[config.mk]
export PLATFORM = sky130hd
export DESIGN_NAME = frogger_input_ctrl
export DESIGN_NICKNAME = d
export VERILOG_FILES = /design/src/rtl/frogger_pkg.sv /design/src/rtl/frogger_input_ctrl_move_slot.sv /design/src/rtl/frogger_input_ctrl.sv
export SDC_FILE = /design/constraint.sdc
export NUM_CORES = 1
export LEC_CHECK = 0
export CAP_MARGIN = 20
export CORE_ASPECT_RATIO = 0.6
export CORE_MARGIN = 8
export CORE_UTILIZATION = 53
export CTS_CLUSTER_DIAMETER = 120
export CTS_CLUSTER_SIZE = 16
export DETAILED_ROUTE_END_ITERATION = 8
export GPL_ROUTABILITY_DRIVEN = 0
export PLACE_DENSITY_LB_ADDON = 0.05
export REMOVE_ABC_BUFFERS = 1
export SYNTH_ARGS = -nofsm -noshare
export SYNTH_HDL_FRONTEND = slang
export SYNTH_SLANG_ARGS = --single-unit
[constraint.sdc]
create_clock -name i_Clk -period 2.35 [get_ports i_Clk]
set_clock_uncertainty 0.15 [all_clocks]
set_input_delay 0.5875 -clock i_Clk [delete_from_list [all_inputs] [get_ports i_Clk]]
set_output_delay 0.5875 -clock i_Clk [all_outputs]
set_load 0.01 [all_outputs]
[src/rtl/frogger_pkg.sv]
// Shared frogger encodings: move directions, input-controller FSM states, default 25 MHz timing.
// Pure declarations, no latency or flow control of its own.
package frogger_pkg;

  localparam logic [1:0] DIR_UP    = 2'd0;
  localparam logic [1:0] DIR_DOWN  = 2'd1;
  localparam logic [1:0] DIR_LEFT  = 2'd2;
  localparam logic [1:0] DIR_RIGHT = 2'd3;

  localparam int DEF_REPEAT_DELAY_CYCLES = 12500000;
  localparam int DEF_REPEAT_RATE_CYCLES  = 3750000;
  localparam int DEF_CHORD_HOLD_CYCLES   = 25000000;
  localparam int DEF_CNT_W               = 25;

  typedef enum logic [2:0] {
    ST_IDLE,
    ST_HOLD_DELAY,
    ST_REPEAT,
    ST_CHORD,
    ST_RELEASE_WAIT
  } state_t;

  // Only meaningful for a one-hot button vector.
  function automatic logic [1:0] enc_dir(input logic [3:0] buttons);
    logic [1:0] dir;
    dir = DIR_UP;
    if (buttons[1]) dir = DIR_DOWN;
    else if (buttons[2]) dir = DIR_LEFT;
    else if (buttons[3]) dir = DIR_RIGHT;
    return dir;
  endfunction

endpackage

[src/rtl/frogger_input_ctrl_move_slot.sv]
// One-deep valid/ready holding register: a request shows on o_Vld one cycle later.
// Requests arriving while the slot is full and not being drained are dropped; o_Dat holds steady.
module move_slot #(
  parameter int W = 2
) (
  input  logic         i_Clk,
  input  logic         i_Rst_n,
  input  logic         i_Req_Vld,
  input  logic [W-1:0] i_Req_Dat,
  input  logic         i_Rdy,
  output logic         o_Vld,
  output logic [W-1:0] o_Dat
);

  logic         r_Vld;
  logic [W-1:0] r_Dat;
  logic         w_Load;

  assign w_Load = i_Req_Vld & (~r_Vld | i_Rdy);

  always_ff @(posedge i_Clk or negedge i_Rst_n) begin
    if (!i_Rst_n) begin
      r_Vld <= 1'b0;
      r_Dat <= '0;
    end else if (w_Load) begin
      r_Vld <= 1'b1;
      r_Dat <= i_Req_Dat;
    end else if (i_Rdy) begin
      r_Vld <= 1'b0;
    end
  end

  assign o_Vld = r_Vld;
  assign o_Dat = r_Dat;

endmodule

[src/rtl/frogger_input_ctrl.sv]
// Buttons -> move commands (press edge to o_Move_Valid = 1 cycle) and held 4-button chord -> one-cycle game start.
// Moves requested while one is stalled are dropped; hold-to-repeat only when FROGGER_AUTO_REPEAT_EN is defined.
module frogger_input_ctrl
  import frogger_pkg::*;
#(
  parameter int REPEAT_DELAY_CYCLES = DEF_REPEAT_DELAY_CYCLES,
  parameter int REPEAT_RATE_CYCLES  = DEF_REPEAT_RATE_CYCLES,
  parameter int CHORD_HOLD_CYCLES   = DEF_CHORD_HOLD_CYCLES,
  parameter int CNT_W               = DEF_CNT_W
) (
  input  logic       i_Clk,
  input  logic       i_Rst_n,
  input  logic [3:0] i_Buttons,
  input  logic       i_Move_Ready,
  output logic       o_Move_Valid,
  output logic [1:0] o_Move_Dir,
  output logic       o_Game_Start,
  output logic       o_Chord_Active
);

  localparam logic [CNT_W-1:0] LP_CHORD_LOAD = CNT_W'(CHORD_HOLD_CYCLES - 1);
  localparam logic [CNT_W-1:0] LP_CNT_ONE    = CNT_W'(1);
`ifdef FROGGER_AUTO_REPEAT_EN
  localparam logic [CNT_W-1:0] LP_DELAY_LOAD = CNT_W'(REPEAT_DELAY_CYCLES - 1);
  localparam logic [CNT_W-1:0] LP_RATE_LOAD  = CNT_W'(REPEAT_RATE_CYCLES - 1);
`endif

  state_t           r_State;
  state_t           w_State_Nxt;
  logic [CNT_W-1:0] r_Cnt;
  logic [CNT_W-1:0] w_Cnt_Nxt;
  logic [3:0]       r_Buttons_Prev;
  logic             r_Armed;
  logic             r_Game_Start;
  logic             w_Single;
  logic             w_All4;
  logic             w_None;
  logic             w_Rise;
  logic             w_Move_Req;
  logic             w_Start;
  logic [1:0]       w_Move_Dir;
`ifdef FROGGER_AUTO_REPEAT_EN
  logic             w_Change;
  assign w_Change = (i_Buttons != r_Buttons_Prev);
`endif

  assign w_Single   = $onehot(i_Buttons);
  assign w_All4     = (i_Buttons == 4'b1111);
  assign w_None     = (i_Buttons == 4'b0000);
  assign w_Rise     = |(i_Buttons & ~r_Buttons_Prev);
  assign w_Move_Dir = enc_dir(i_Buttons);

  // r_Armed masks the first cycle after reset so a button held through reset is not seen as a fresh press.
  always_ff @(posedge i_Clk or negedge i_Rst_n) begin
    if (!i_Rst_n) begin
      r_State        <= ST_IDLE;
      r_Cnt          <= '0;
      r_Buttons_Prev <= 4'b0000;
      r_Armed        <= 1'b0;
      r_Game_Start   <= 1'b0;
    end else begin
      r_State        <= w_State_Nxt;
      r_Cnt          <= w_Cnt_Nxt;
      r_Buttons_Prev <= i_Buttons;
      r_Armed        <= 1'b1;
      r_Game_Start   <= w_Start;
    end
  end

  always_comb begin
    w_State_Nxt = r_State;
    w_Cnt_Nxt   = r_Cnt;
    w_Move_Req  = 1'b0;
    w_Start     = 1'b0;
    if (w_All4 && (r_State != ST_CHORD)) begin
      w_State_Nxt = ST_CHORD;
      w_Cnt_Nxt   = LP_CHORD_LOAD;
    end else begin
      case (r_State)
        ST_IDLE: begin
          if (w_Single && w_Rise && r_Armed) begin
            w_Move_Req = 1'b1;
`ifdef FROGGER_AUTO_REPEAT_EN
            w_State_Nxt = ST_HOLD_DELAY;
            w_Cnt_Nxt   = LP_DELAY_LOAD;
`else
            w_State_Nxt = ST_RELEASE_WAIT;
`endif
          end
        end
`ifdef FROGGER_AUTO_REPEAT_EN
        ST_HOLD_DELAY, ST_REPEAT: begin
          if (w_Change) begin
            w_State_Nxt = ST_IDLE;
          end else if (r_Cnt == '0) begin
            w_Move_Req  = 1'b1;
            w_State_Nxt = ST_REPEAT;
            w_Cnt_Nxt   = LP_RATE_LOAD;
          end else begin
            w_Cnt_Nxt = r_Cnt - LP_CNT_ONE;
          end
        end
`endif
        ST_CHORD: begin
          if (!w_All4) begin
            w_State_Nxt = ST_IDLE;
          end else if (r_Cnt == '0) begin
            w_Start     = 1'b1;
            w_State_Nxt = ST_RELEASE_WAIT;
          end else begin
            w_Cnt_Nxt = r_Cnt - LP_CNT_ONE;
          end
        end
        ST_RELEASE_WAIT: begin
          if (w_None) w_State_Nxt = ST_IDLE;
        end
        default: w_State_Nxt = ST_IDLE;
      endcase
    end
  end

  move_slot #(.W(2)) u_move_slot (
    .i_Clk     (i_Clk),
    .i_Rst_n   (i_Rst_n),
    .i_Req_Vld (w_Move_Req),
    .i_Req_Dat (w_Move_Dir),
    .i_Rdy     (i_Move_Ready),
    .o_Vld     (o_Move_Valid),
    .o_Dat     (o_Move_Dir)
  );

  assign o_Game_Start   = r_Game_Start;
  assign o_Chord_Active = (r_State == ST_CHORD) & w_All4;

endmodule
-- Word-level counts from Yosys, hierarchy flattened
Cells that the tools add are included.
- bits in latches: 0
- output and inout bits: 5
- ROM bits: 0
- memories: 0
- logic and storage cells: 60
- bits of input ports: 7
- bits in writable memories: 0
- flip-flop bits (word level): 37
- equal/unequal tests: 9
- bitwise gates (word level): 6
- div/mod/pow operators: 0
- muxes and demuxes: 22
- multipliers: 0
- add/sub/neg operators: 4
- order comparisons: 0
- shift-type cells: 0
- reductions and logical operators: 12
- operators by type and width (cell ; number):
    2-to-1 mux 25 bit ; 4
    logical NOT 25 bit ; 1
    subtractor 25 x 1 -> 25 bit, second input constant ; 1
    2-to-1 mux 3 bit ; 5
    2-to-1 mux 1 bit ; 9
    case mux 3 bit (3 select lines) ; 1
    2-to-1 mux 2 bit ; 3
    inequality test 3 bit, second input constant ; 2
    AND reduction 3 bit ; 2
    nonzero test 2 bit ; 3
    adder 1 x 1 -> 2 bit ; 2
    AND 4 bit ; 1
    == test 4 bit, second input constant ; 1
    logical NOT 4 bit ; 1
    inequality test 4 bit, second input constant ; 1
    inverter 4 bit ; 1
    OR reduction 4 bit ; 1
    adder 2 x 2 -> 3 bit ; 1
    == test 3 x 1 -> 1 bit, second input constant ; 1
    == test 3 x 2 -> 1 bit, second input constant ; 1
    == test 3 bit, second input constant ; 1
    logical AND 1 bit ; 3
    logical NOT 3 bit ; 1
    inequality test 3 x 2 -> 1 bit, second input constant ; 1
    other kinds (4) ; 5

-- Logic depth before layout (Yosys ltp)
Gate-level depths: netlist (run 1).
- depth in word-level cells: 10
- depth in mapped cells: 9
- gate-level depth less buffers: 9

-- Modules after synthesis
Synthesis (run 1) repeated with hierarchy kept, for this count alone.
- cell total of the unflattened synthesis: 210
- area total of the unflattened synthesis: 1973.1 um^2
- modules (own cells, without submodules) (module ; seq. area each (um^2) ; times used ; area each (um^2) ; cells an instance):
    frogger_input_ctrl ; 825.8 ; 1 ; 1840.5 ; 202
    move_slot ; 75.1 ; 1 ; 132.6 ; 8

-- Worst setup path before layout (run 1)
No wires, ideal clock.
- kind: input to register
- from: input port i_Buttons[0]
- to: register u_move_slot.r_Dat[0] (netlist: u_move_slot.o_Dat[0])
- data arrival time: 2671 ps
- setup time: 125 ps
- data required time: 2075 ps
- cell stages on the path: 9
- path buffers: 0
- path slack: -596 ps
- cells stage by stage: inv_1 fa_1 inv_1 ha_1 ha_1 nor4b_1 o2111ai_1 a21oi_1 mux2_2
- cells in the longest elaborated chain, start to end: 9
- elaborated cells on any way between the ends: 13
- classes of those cells: 2 x add/sub; 2 x eq/ne; 3 x mux; 2 x bitwise; 4 x reduce/logical
- RTL lines (item ; line ; text):
    start: declaration ; frogger_input_ctrl.sv:13 ; input logic [3:0] i_Buttons,
    adder 1 x 1 -> 2 bit (implied by the code) ; frogger_input_ctrl.sv:47 ; assign w_Single = $onehot(i_Buttons);
    adder 2 x 2 -> 3 bit (implied by the code) ; frogger_input_ctrl.sv:47 ;
    == test 3 x 1 -> 1 bit ; frogger_input_ctrl.sv:47 ;
    logical AND 1 bit (2 in a row) ; frogger_input_ctrl.sv:81 ; if (w_Single && w_Rise && r_Armed) begin
    2-to-1 mux 1 bit ; frogger_input_ctrl.sv:81 ;
    2-to-1 mux 1 bit ; frogger_input_ctrl.sv:79 ; case (r_State)
    2-to-1 mux 1 bit * ; frogger_input_ctrl.sv:75 ; if (w_All4 && (r_State != ST_CHORD)) begin
    AND 1 bit * ; frogger_input_ctrl_move_slot.sv:19 ; assign w_Load = i_Req_Vld & (~r_Vld | i_Rdy);
    end signal: assignment ; frogger_input_ctrl_move_slot.sv:27 ; r_Dat <= i_Req_Dat;
    end: declaration ; frogger_input_ctrl_move_slot.sv:16 ; logic [W-1:0] r_Dat;
Every way passes the cells marked *; elsewhere a longest branch is shown, timed or not.
A chain may end at the register's enable or synchronous reset.

-- Worst setup path in the final report (run 1)
- from: input port i_Buttons[3]
- to: register u_move_slot.r_Dat[0] (netlist: u_move_slot.o_Dat[0])
- cells in the longest elaborated chain, start to end: 9
- elaborated cells on any way between the ends: 16
- classes of those cells: 2 x add/sub; 2 x eq/ne; 6 x mux; 2 x bitwise; 4 x reduce/logical
- RTL lines (item ; line):
    adder 1 x 1 -> 2 bit (implied by the code) ; frogger_input_ctrl.sv:47
    adder 2 x 2 -> 3 bit (implied by the code) ; frogger_input_ctrl.sv:47
    == test 3 x 1 -> 1 bit ; frogger_input_ctrl.sv:47
    logical AND 1 bit (2 in a row) ; frogger_input_ctrl.sv:81
    2-to-1 mux 1 bit ; frogger_input_ctrl.sv:81
    2-to-1 mux 1 bit ; frogger_input_ctrl.sv:79
    2-to-1 mux 1 bit ; frogger_input_ctrl.sv:75
    AND 1 bit ; frogger_input_ctrl_move_slot.sv:19
Parallel ways exist; a longest one is shown, timed or not.

==> results_dict.tcl, run 1 <==
set metrics [dict create \
    cts_buffers 5 \
    rows 17 \
    path_cells "buf_8, inv_4, fa_1, inv_1, ha_2, ha_4, nor4b_4, o2111ai_2, a21oi_2, mux2_4" \
    stdcell_area_um2 2800 \
    vias 2042 \
    initial_core_util_pct 55.0 \
    finalCritPeriodShare_pct 112 \
    clockBufferDepth 2 \
    synth-async-reset-ratio_pct 100 \
    grt_usage_pct 21.8 \
    ys.flop_type "dfrtp_1" \
    ys_types 52 \
    critPathLaunchType "input pin" \
    ys_ff_latch 36 \
    first_pass_iters 4 \
    synthToLayoutAreaGrowth_pct 40.0 \
    final_max_slew_viol_count 0 \
    synthMuxAreaShare_pct 1.63 \
    ir_drop_mv 0.593 \
    yosysTopAreaCellShare_pct 45.1 \
    drc_errors 0 \
    violations "negative setup slack" \
    finalSetupViolCount 9 \
    clkLatencyLatePin_ns 0.29 \
    placed_area_um2 2460 \
    p_sw_mw 0.506 \
    cpPeakStageDelay_ns 0.53 \
    drt-vias-per-instance 6.42 \
    slowest_stage "fa_1" \
    netlist_area_um2 2000 \
    synthAdderAreaFrac_pct 4.76 \
    wl_per_cell_um 19.9 \
    fmax_mhz 379 \
    synthTopCellsByArea "dfrtp_1 (45%), ha_1 (3.8%), nand2_1 (3.4%)" \
    htree_levels 2 \
    cts-root-buf "clkbuf_8" \
    synth_top_area_cell "dfrtp_1" \
    rsz0062_at_grt "true" \
    synth_compound_area_share_pct 16.5 \
    antenna_cells 0 \
    dpl.cell_count 307 \
    place_hpwl_mm 4.29 \
    power.combinational.fraction_pct 22.6 \
    yosysSeqAreaShare_pct 45.1 \
    final_antenna_net_count 0 \
    synth-simple-area-share_pct 26.5 \
    power.internal_mw 1.15 \
    maxCapViolCount 0 \
    worst-path-buf-inv 3 \
    layout.nets 285 \
    synth_edf_count 0 \
    power_per_cell_area_nw_per_um2 591 \
    final_cells 318 \
    coreArea_um2 3640 \
    path_max_fanout 2 \
    synth_warnings 0 \
    synth_cells 212 \
    io_buffer_count 11 \
    hold_class "reg2reg" \
    power_frac_seq_pct 48.1 \
    holdWs_ns 0.358 \
    cts_tree "built" \
    ios 12 \
    die_x_um 95.3 \
    clkPwrFrac_pct 29.3 \
    cp-end-kind "flip-flop" \
    p_leak_nw 1.11 \
    first_global_vias 2072 \
    grt_pass1_wl_mm 10.3 \
    antenna_found_initial 0 \
    dieArea_um2 6060 \
    fin_crit_ns 2.64 \
    die_h_um 63.6 \
    crit_type "in2reg" \
    hold_viol_final 0 \
    nFillCells 249 \
    cp.required_ns 2.37 \
    cp_top_family "adder cells" \
    worst_slack_ns -0.291 \
    wl_mm 6.32 \
    ctsHoldBuffers 0 \
    synth_xor_area_share_pct 1.31 \
    worst_ep_arrival_time_ns 2.66 \
    drive_gt1_share_pct 38.0 \
    syn_avg_cell_area_um2 9.43 \
    clk_pin_slew_worst_paths_ns 0.07 \
    grt_overflow 0 \
    status "finished with violations" \
    drtIter0Drc 127 \
    p_sw_share_pct 30.6 \
    fin_setup_tns_ns -0.972 \
    grt_max_degree 37 \
    cts_num_sinks 36 \
    finalPower_mw 1.66 \
    synth_top_family_by_area "simple AND/OR/NAND/NOR gates" \
]
==> worst register-to-register path, delay by kind of cell, from the launching register on <==
family        cells  cell delay, ns
flops             1            0.41
simple gates      5            1.79
==> stage by stage <==
stage,utilization (%),setup slack (ns)
after detailed placement,67.5,-1.31
after CTS,73.7,-0.276
after global placement,67.5,-1.24
final,77.0,-0.291
after global routing,77.0,-0.359
after floorplan,-,-0.596
==> cells in the final DEF (no fill, tap or decap), types with 6 or more instances in the layout <==
master,instances
o21ai_0,9
clkdlybuf4s50_1,7
buf_4,42
nand3_1,7
dfrtp_1,36
nand2_1,17
inv_1,10
clkbuf_8,7
nor2_1,13
o31ai_1,6
==> synthesized netlist by cell type, drive strengths merged (2+ instances only) <==
| cell type | n |
|---|---|
| a21o | 2 |
| a21oi | 7 |
| a22oi | 2 |
| a31oi | 4 |
| and3 | 3 |
| buf | 3 |
| clkbuf | 2 |
| dfrtp | 36 |
| ha | 6 |
| inv | 14 |
| mux2 | 2 |
| nand2 | 18 |
| nand2b | 4 |
| nand3 | 11 |
| nand4 | 5 |
| nor2 | 15 |
| nor3 | 7 |
| nor4 | 8 |
| nor4b | 3 |
| o211ai | 4 |
| o21ai | 10 |
| o22ai | 3 |
| o31ai | 6 |
| or2 | 4 |
| or3 | 5 |
| or4 | 8 |
| xor2 | 2 |
==> layer usage <==
metal	vias up	routed length [um]	part of all wire (%)	GRT usage (%)
met5	-	0	0	0
li1	909	-	-	-
met3	24	532	8.4	6.74
met1	1009	2840	45	29.5
met4	0	142	2.2	7.54
met2	100	2800	44	31.6
==> worst paths after layout <==
kind                                                         end  slack (ns)  cells after the start                 start
worst min register to register              r_Cnt[0]$_DFFE_PN0P_        0.36                      1  r_Cnt[0]$_DFFE_PN0P_
max in group asynchronous                   r_Cnt[4]$_DFFE_PN0P_        1.16                      2               i_Rst_n
worst max-delay path            u_move_slot.o_Dat[0]$_DFFE_PN0P_       -0.29                     10          i_Buttons[3]
min in group asynchronous                   r_Cnt[0]$_DFFE_PN0P_        0.55                      2               i_Rst_n
worst min-delay path                        r_Cnt[0]$_DFFE_PN0P_        0.36                      1  r_Cnt[0]$_DFFE_PN0P_
worst max register to register             r_Cnt[16]$_DFFE_PN0P_       -0.06                      5  r_Cnt[6]$_DFFE_PN0P_
==> final cells by class <==
class | count | area (um^2) | area share (%)
multi-input cells | 157 | 1210 | 43.4
flip-flops and latches | 36 | 901 | 32.2
repair buffers | 57 | 473 | 16.9
clock buffers | 7 | 96.3 | 3.44
well taps | 47 | 58.8 | 2.10
inverters | 14 | 55.1 | 1.97
==> cells by family after synthesis <==
logic type | Yosys count
buffers and inverters | 19
muxes | 3
xor gates and xnor gates | 3
and+or+nand+nor | 96
other | 1
AOI/OAI and AO/OA | 47
adders and majority gates | 7
DFF | 36
==> power groups by stage <==
stage                     Clock (mW)  Sequential, mW  Combinational, mW
after floorplan                    0           0.786              0.148
after global placement             0           0.783              0.298
after detailed placement           0           0.791              0.318
after CTS                      0.493           0.787              0.359
after global routing           0.514           0.807              0.409
final                          0.485           0.796              0.374
==> what timing repair did <==
action,4_1_cts,5_1_grt
gates resized for setup,44,22
setup buffers,2,2
endpoints found under the hold margin,0,0
pin swaps,7,4
endpoints found under the setup margin,25,20
==> registers in the layout, summed over array words and instances, names as in the netlist <==
signal	flops
o_Game_Start	1
r_Armed	1
u_move_slot.o_Vld	1
r_Buttons_Prev	4
u_move_slot.o_Dat	2
r_State	2
r_Cnt	25
No activity file was read; power rests on OpenSTA's default activity.
==> run 2: changes to the inputs <==
--- a/config.mk
+++ b/config.mk
@@ -14,6 +14,7 @@
 export DETAILED_ROUTE_END_ITERATION = 8
 export GPL_ROUTABILITY_DRIVEN = 0
 export PLACE_DENSITY_LB_ADDON = 0.05
+export RECOVER_POWER = 50
 export REMOVE_ABC_BUFFERS = 1
 export SYNTH_ARGS = -nofsm -noshare
 export SYNTH_HDL_FRONTEND = slang
==> constraint.sdc (replaced) <==
create_clock -name i_Clk -period 2.3 [get_ports i_Clk]
set_clock_uncertainty 0.15 [all_clocks]
set_input_delay 0.575 -clock i_Clk [delete_from_list [all_inputs] [get_ports i_Clk]]
set_output_delay 0.575 -clock i_Clk [all_outputs]
set_load 0.01 [all_outputs]
==> run 2 against run 1 <==
Compared with the run above: the run still ends with negative setup slack left; first-iteration DRC count grew 81%; setup slack lost 0.022 ns; total power rose by 8.9%; critical path depth stayed put; highest routed layer unchanged; worst hold slack got worse by 0.0060 ns; largest cell class unchanged; combinational power grew 20%; utilization grew 4.3 points; clock power is 14% higher; final area is 5.6% higher; register-to-register slack lost 0.07 ns.
==> results_dict.tcl, run 2 (synthesized netlist as in run 1, its figures left out) <==
set metrics [dict create \
    path_max_fanout 2 \
    grt_pass1_wl_mm 9.95 \
    antenna_found_initial 0 \
    status "finished with violations" \
    fmax_mhz 383 \
    rsz0062_at_grt "true" \
    final_cells 326 \
    drt-vias-per-instance 6.39 \
    grt_max_degree 37 \
    die_h_um 63.6 \
    regArea_um2 901 \
    cts-root-buf "clkbuf_8" \
    wl_per_cell_um 20.5 \
    layout.nets 292 \
    coreArea_um2 3640 \
    die_x_um 95.3 \
    clockBufferDepth 2 \
    antenna_cells 0 \
    initial_core_util_pct 55.0 \
    final_max_slew_viol_count 0 \
    fin_util_pct 81.3 \
    largest_reg_flops 25 \
    timing.rr.end "r_Cnt[16]$_DFFE_PN0P_" \
    nFillCells 195 \
    vias 2083 \
    path_cells "buf_8, inv_4, fa_1, inv_1, ha_2, ha_4, nor4b_4, o2111ai_2, a21oi_2, mux2_4" \
    grt_usage_pct 21.4 \
    maxCapViolCount 0 \
    dieArea_um2 6060 \
    final_antenna_net_count 0 \
    crit_type "in2reg" \
    rows 17 \
    reg2reg_slack_ns -0.13 \
    first_global_vias 1937 \
    p_leak_nw 1.18 \
    synthToLayoutAreaGrowth_pct 47.9 \
    cp.required_ns 2.32 \
    multi_input_area_um2 1270 \
    ios 12 \
    cpPeakStageDelay_ns 0.53 \
    drtIter0Drc 230 \
    power_per_cell_area_nw_per_um2 610 \
    htree_levels 2 \
    r2r_cells 5 \
    wl_mm 6.69 \
    finalSetupViolCount 15 \
    worst_slack_ns -0.313 \
    clk_pin_slew_worst_paths_ns 0.08 \
    drive_gt1_share_pct 40.9 \
    drc_errors 0 \
    r2r-start "r_Cnt[4]$_DFFE_PN0P_" \
    first_pass_iters 5 \
    hold_class "in2reg" \
    io_buffer_count 11 \
    clkLatencyLatePin_ns 0.30 \
    cts_tree "built" \
    cts_buffers 5 \
    reg_top3 "r_Cnt: 25 flops, r_Buttons_Prev: 4 flops" \
    fin_crit_ns 2.61 \
    startpoint "i_Buttons[3]" \
    top_register "r_Cnt" \
    worst_ep_arrival_time_ns 2.64 \
    ir_drop_mv 0.527 \
    grt_overflow 0 \
    critPathLaunchType "input pin" \
    cts_num_sinks 36 \
    violations "negative setup slack" \
    ctsHoldBuffers 0 \
    dpl.cell_count 307 \
    final_common_cell "buf_4" \
    finalCritPeriodShare_pct 114 \
    place_hpwl_mm 4.36 \
    slowest_stage "fa_1" \
    hold_viol_final 0 \
    cp-end-kind "flip-flop" \
    final_cell_mix "buf_4 (38), dfrtp_1 (36), nand2_1 (18), buf_6 (14), nor2_1 (13)" \
    crit_end "u_move_slot.o_Dat[0]$_DFFE_PN0P_" \
]
## run 2: through the flow
| stage | setup TNS [ns] | setup WS (ns) | total power [mW] | hold WS (ns) | area (um^2) |
|---|---|---|---|---|---|
| final | -1.38 | -0.313 | 1.80 | 0.352 | 2960 |
| after detailed placement | -12.99 | -1.35 | 1.15 | 0.349 | 2460 |
| after CTS | -1.02 | -0.300 | 1.76 | 0.350 | 2750 |
| after floorplan | -2.68 | -0.634 | 0.955 | 0.129 | 1970 |
| after global routing | -2.27 | -0.374 | 1.87 | 0.355 | 2960 |
| after global placement | -11.20 | -1.27 | 1.12 | 0.336 | 2460 |
## run 2: worst min-delay path by stage
stage                                           from                               end  slack [ns]  cells after the start
global route                            i_Buttons[3]       r_Buttons_Prev[3]$_DFF_PN0_        0.36                      2
CTS                                     i_Buttons[1]       r_Buttons_Prev[1]$_DFF_PN0_        0.35                      2
floorplan                                    i_Rst_n            o_Game_Start$_DFF_PN0_        0.13                      0
detailed placement  u_move_slot.o_Dat[1]$_DFFE_PN0P_  u_move_slot.o_Dat[1]$_DFFE_PN0P_        0.35                      1
global placement                r_Cnt[0]$_DFFE_PN0P_              r_Cnt[0]$_DFFE_PN0P_        0.34                      1
finish                                  i_Buttons[3]       r_Buttons_Prev[3]$_DFF_PN0_        0.35                      2
## run 2: layer usage
layer	vias to the layer above	routed length [um]	track usage (%)
met5	-	0	0
met4	0	96	7.35
met3	17	579	5.79
met2	114	3030	31.7
met1	1030	2980	29.0
li1	922	-	-
## run 2: where the power goes
group          switching, mW  internal (mW)  leakage, nW
Combinational          0.232          0.217        0.720
Clock                  0.232          0.322       0.0552
Sequential            0.0846          0.715        0.401
## run 2: cell type report
type	instances	share of cell area (%)
flip-flops and latches	36	30.5
multi-input cells	157	43.1
well taps	47	1.99
clock inverters	2	1.18
repair buffers	64	18.8
inverters	14	1.99
clock buffers	6	2.45
## run 2: worst max-delay path: cells and delay by family
| family | cells | cell delay, ns |
|---|---|---|
| compound gates | 2 | 0.37 |
| fa+ha+maj | 3 | 0.95 |
| buf+inv | 3 | 0.16 |
| mux | 1 | 0.32 |
| simple gates | 1 | 0.25 |
## run 2: timing repair
action,CTS,global route
setup endpoints to repair,26,23
buffers inserted,6,5
pin swaps,10,22
endpoints found under the hold margin,0,0
gates resized for setup,50,40
==> run 3: changes to the inputs <==
==> constraint.sdc (replaced) <==
create_clock -name i_Clk -period 2.3 [get_ports i_Clk]
set_clock_uncertainty 0.15 [all_clocks]
set_input_delay 0.345 -clock i_Clk [delete_from_list [all_inputs] [get_ports i_Clk]]
set_output_delay 0.345 -clock i_Clk [all_outputs]
set_load 0.01 [all_outputs]
==> run 3 against run 2 <==
Compared with the run above: the run still ends with negative setup slack left; count of clock-buffer cells in the layout unchanged; first-iteration DRC count down 3.0%; setup slack improved by 0.23 ns; sequential power decreased by 2%; global-route usage up 0.49 points; worst hold slack worse by 0.19 ns; sequential cell count is the same; final area shrank 0.59%; die area unchanged; largest power group unchanged; highest routed layer unchanged.
==> results_dict.tcl, run 3 (synthesized netlist as in run 1, its figures left out) <==
set metrics [dict create \
    status "finished with violations" \
    violations "negative setup slack" \
    first_global_vias 1973 \
    ios 12 \
    clk_pin_slew_worst_paths_ns 0.06 \
    wl_per_cell_um 19.2 \
    p_leak_nw 1.20 \
    drtIter0Drc 223 \
    fin_util_pct 80.8 \
    hold_path_startpoint "i_Buttons[0]" \
    antenna_found_initial 0 \
    largest_reg_flops 25 \
    top_usage_layer "met2" \
    drive_gt1_share_pct 39.2 \
    clkLatencyLatePin_ns 0.29 \
    drc_errors 0 \
    place_hpwl_mm 4.51 \
    regArea_um2 901 \
    holdWs_ns 0.161 \
    wl_mm 6.50 \
    final_common_cell "buf_4" \
    finalPower_mw 1.69 \
    drt-vias-per-instance 6.12 \
    placed_area_um2 2580 \
    die_x_um 95.3 \
    clockBufferDepth 2 \
    path_max_fanout 2 \
    final_cells 338 \
    finalSetupViolCount 5 \
    coreArea_um2 3640 \
    met1_usage_pct 31.4 \
    finalCritPeriodShare_pct 104 \
    cts-root-buf "clkbuf_8" \
    stdcell_area_um2 2940 \
    cts_tree "built" \
    final_antenna_net_count 0 \
    final_cell_mix "buf_4 (56), dfrtp_1 (36), nand2_1 (18), nor2_1 (13), inv_1 (11)" \
    grt_overflow 0 \
    cp.required_ns 2.32 \
    ir_drop_mv 0.499 \
    first_pass_iters 5 \
    layout.nets 305 \
    synthToLayoutAreaGrowth_pct 47.0 \
    rows 17 \
    power_per_cell_area_nw_per_um2 574 \
    reg_top3 "r_Cnt: 25 flops, r_Buttons_Prev: 4 flops" \
    worst_ep_arrival_time_ns 2.41 \
    htree_levels 2 \
    initial_core_util_pct 55.0 \
    dp_slack_ns -1.12 \
    grt_max_degree 37 \
    fin_setup_tns_ns -0.333 \
    nFillCells 224 \
    dieArea_um2 6060 \
    cts_buffers 5 \
    top_register "r_Cnt" \
    cts_num_sinks 36 \
    crit_type "in2reg" \
    critPathLaunchType "input pin" \
    vias 2069 \
    hold_class "in2reg" \
    fmax_mhz 419 \
    grt_pass1_wl_mm 10.3 \
    r2r-start "r_Cnt[5]$_DFFE_PN0P_" \
    fin_crit_ns 2.39 \
    rsz0062_at_grt "true" \
    cp-end-kind "flip-flop" \
    multi_input_area_um2 1220 \
    hold_viol_final 0 \
    grtUsageMet2_pct 31.4 \
    grtUsageMet3_pct 5.20 \
    final_max_slew_viol_count 0 \
    worst_slack_ns -0.0861 \
    grt_usage_pct 21.9 \
    dpl.cell_count 323 \
    io_buffer_count 11 \
    maxCapViolCount 0 \
    antenna_cells 0 \
    startpoint "i_Buttons[3]" \
    die_h_um 63.6 \
]
==> run 3: cell types whose count changed in the layout (fill, tap and decap cells not counted), sizes merged <==
cell           before  now
bufinv              1    0
clkdlybuf4s15       1    0
inv                13   14
dlygate4sd2         0    1
clkbuf              8    9
clkinvlp            1    0
buf                54   66
==> run 3: power by group <==
group	internal (mW)	total, mW	switching (mW)
Clock	0.206	0.419	0.213
Sequential	0.716	0.785	0.0694
Combinational	0.244	0.482	0.238
Total	1.17	1.69	0.520
==> run 3: path summary, 6_finish.rpt <==
check / endpoint / slack [ns] / cells after the start
setup / recovery: u_move_slot.o_Dat[1]$_DFFE_PN0P_ / -0.09 / 10
hold / removal: r_Buttons_Prev[0]$_DFF_PN0_ / 0.16 / 2
setup reg to reg: r_Cnt[22]$_DFFE_PN0P_ / -0.07 / 5
hold reg to reg: u_move_slot.o_Dat[0]$_DFFE_PN0P_ / 0.38 / 1
max in group asynchronous: r_Cnt[5]$_DFFE_PN0P_ / 1.35 / 2
min in group asynchronous: r_Cnt[0]$_DFFE_PN0P_ / 0.32 / 2
==> run 3: cell type report <==
class                   instances  area share (%)
clock inverters                 1           0.170
inverters                      14            1.87
flip-flops and latches         36            30.7
clock buffers                   6            2.47
well taps                      47            2.00
multi-input cells             157            41.6
repair buffers                 77            21.2
==> run 3: layer usage <==
layer | vias up | part of all wire (%)
met2 | 98 | 44
met1 | 1001 | 46
met4 | 0 | 2.0
met3 | 19 | 8.7
li1 | 951 | -
met5 | - | 0
==> run 3: what timing repair did <==
action,in CTS,in global routing
gates resized for setup,47,23
setup endpoints to repair,25,25
buffers inserted,4,4
pin swaps,8,11
hold buffers,0,0
==> run 3: critical path, cell delays in order <==
cell and delay [ns]:
buf_8 0.08, inv_4 0.03, fa_1 0.53, inv_1 0.05, ha_2 0.17, ha_4 0.24
nor4b_4 0.25, o2111ai_2 0.16, a21oi_2 0.22, mux2_4 0.32
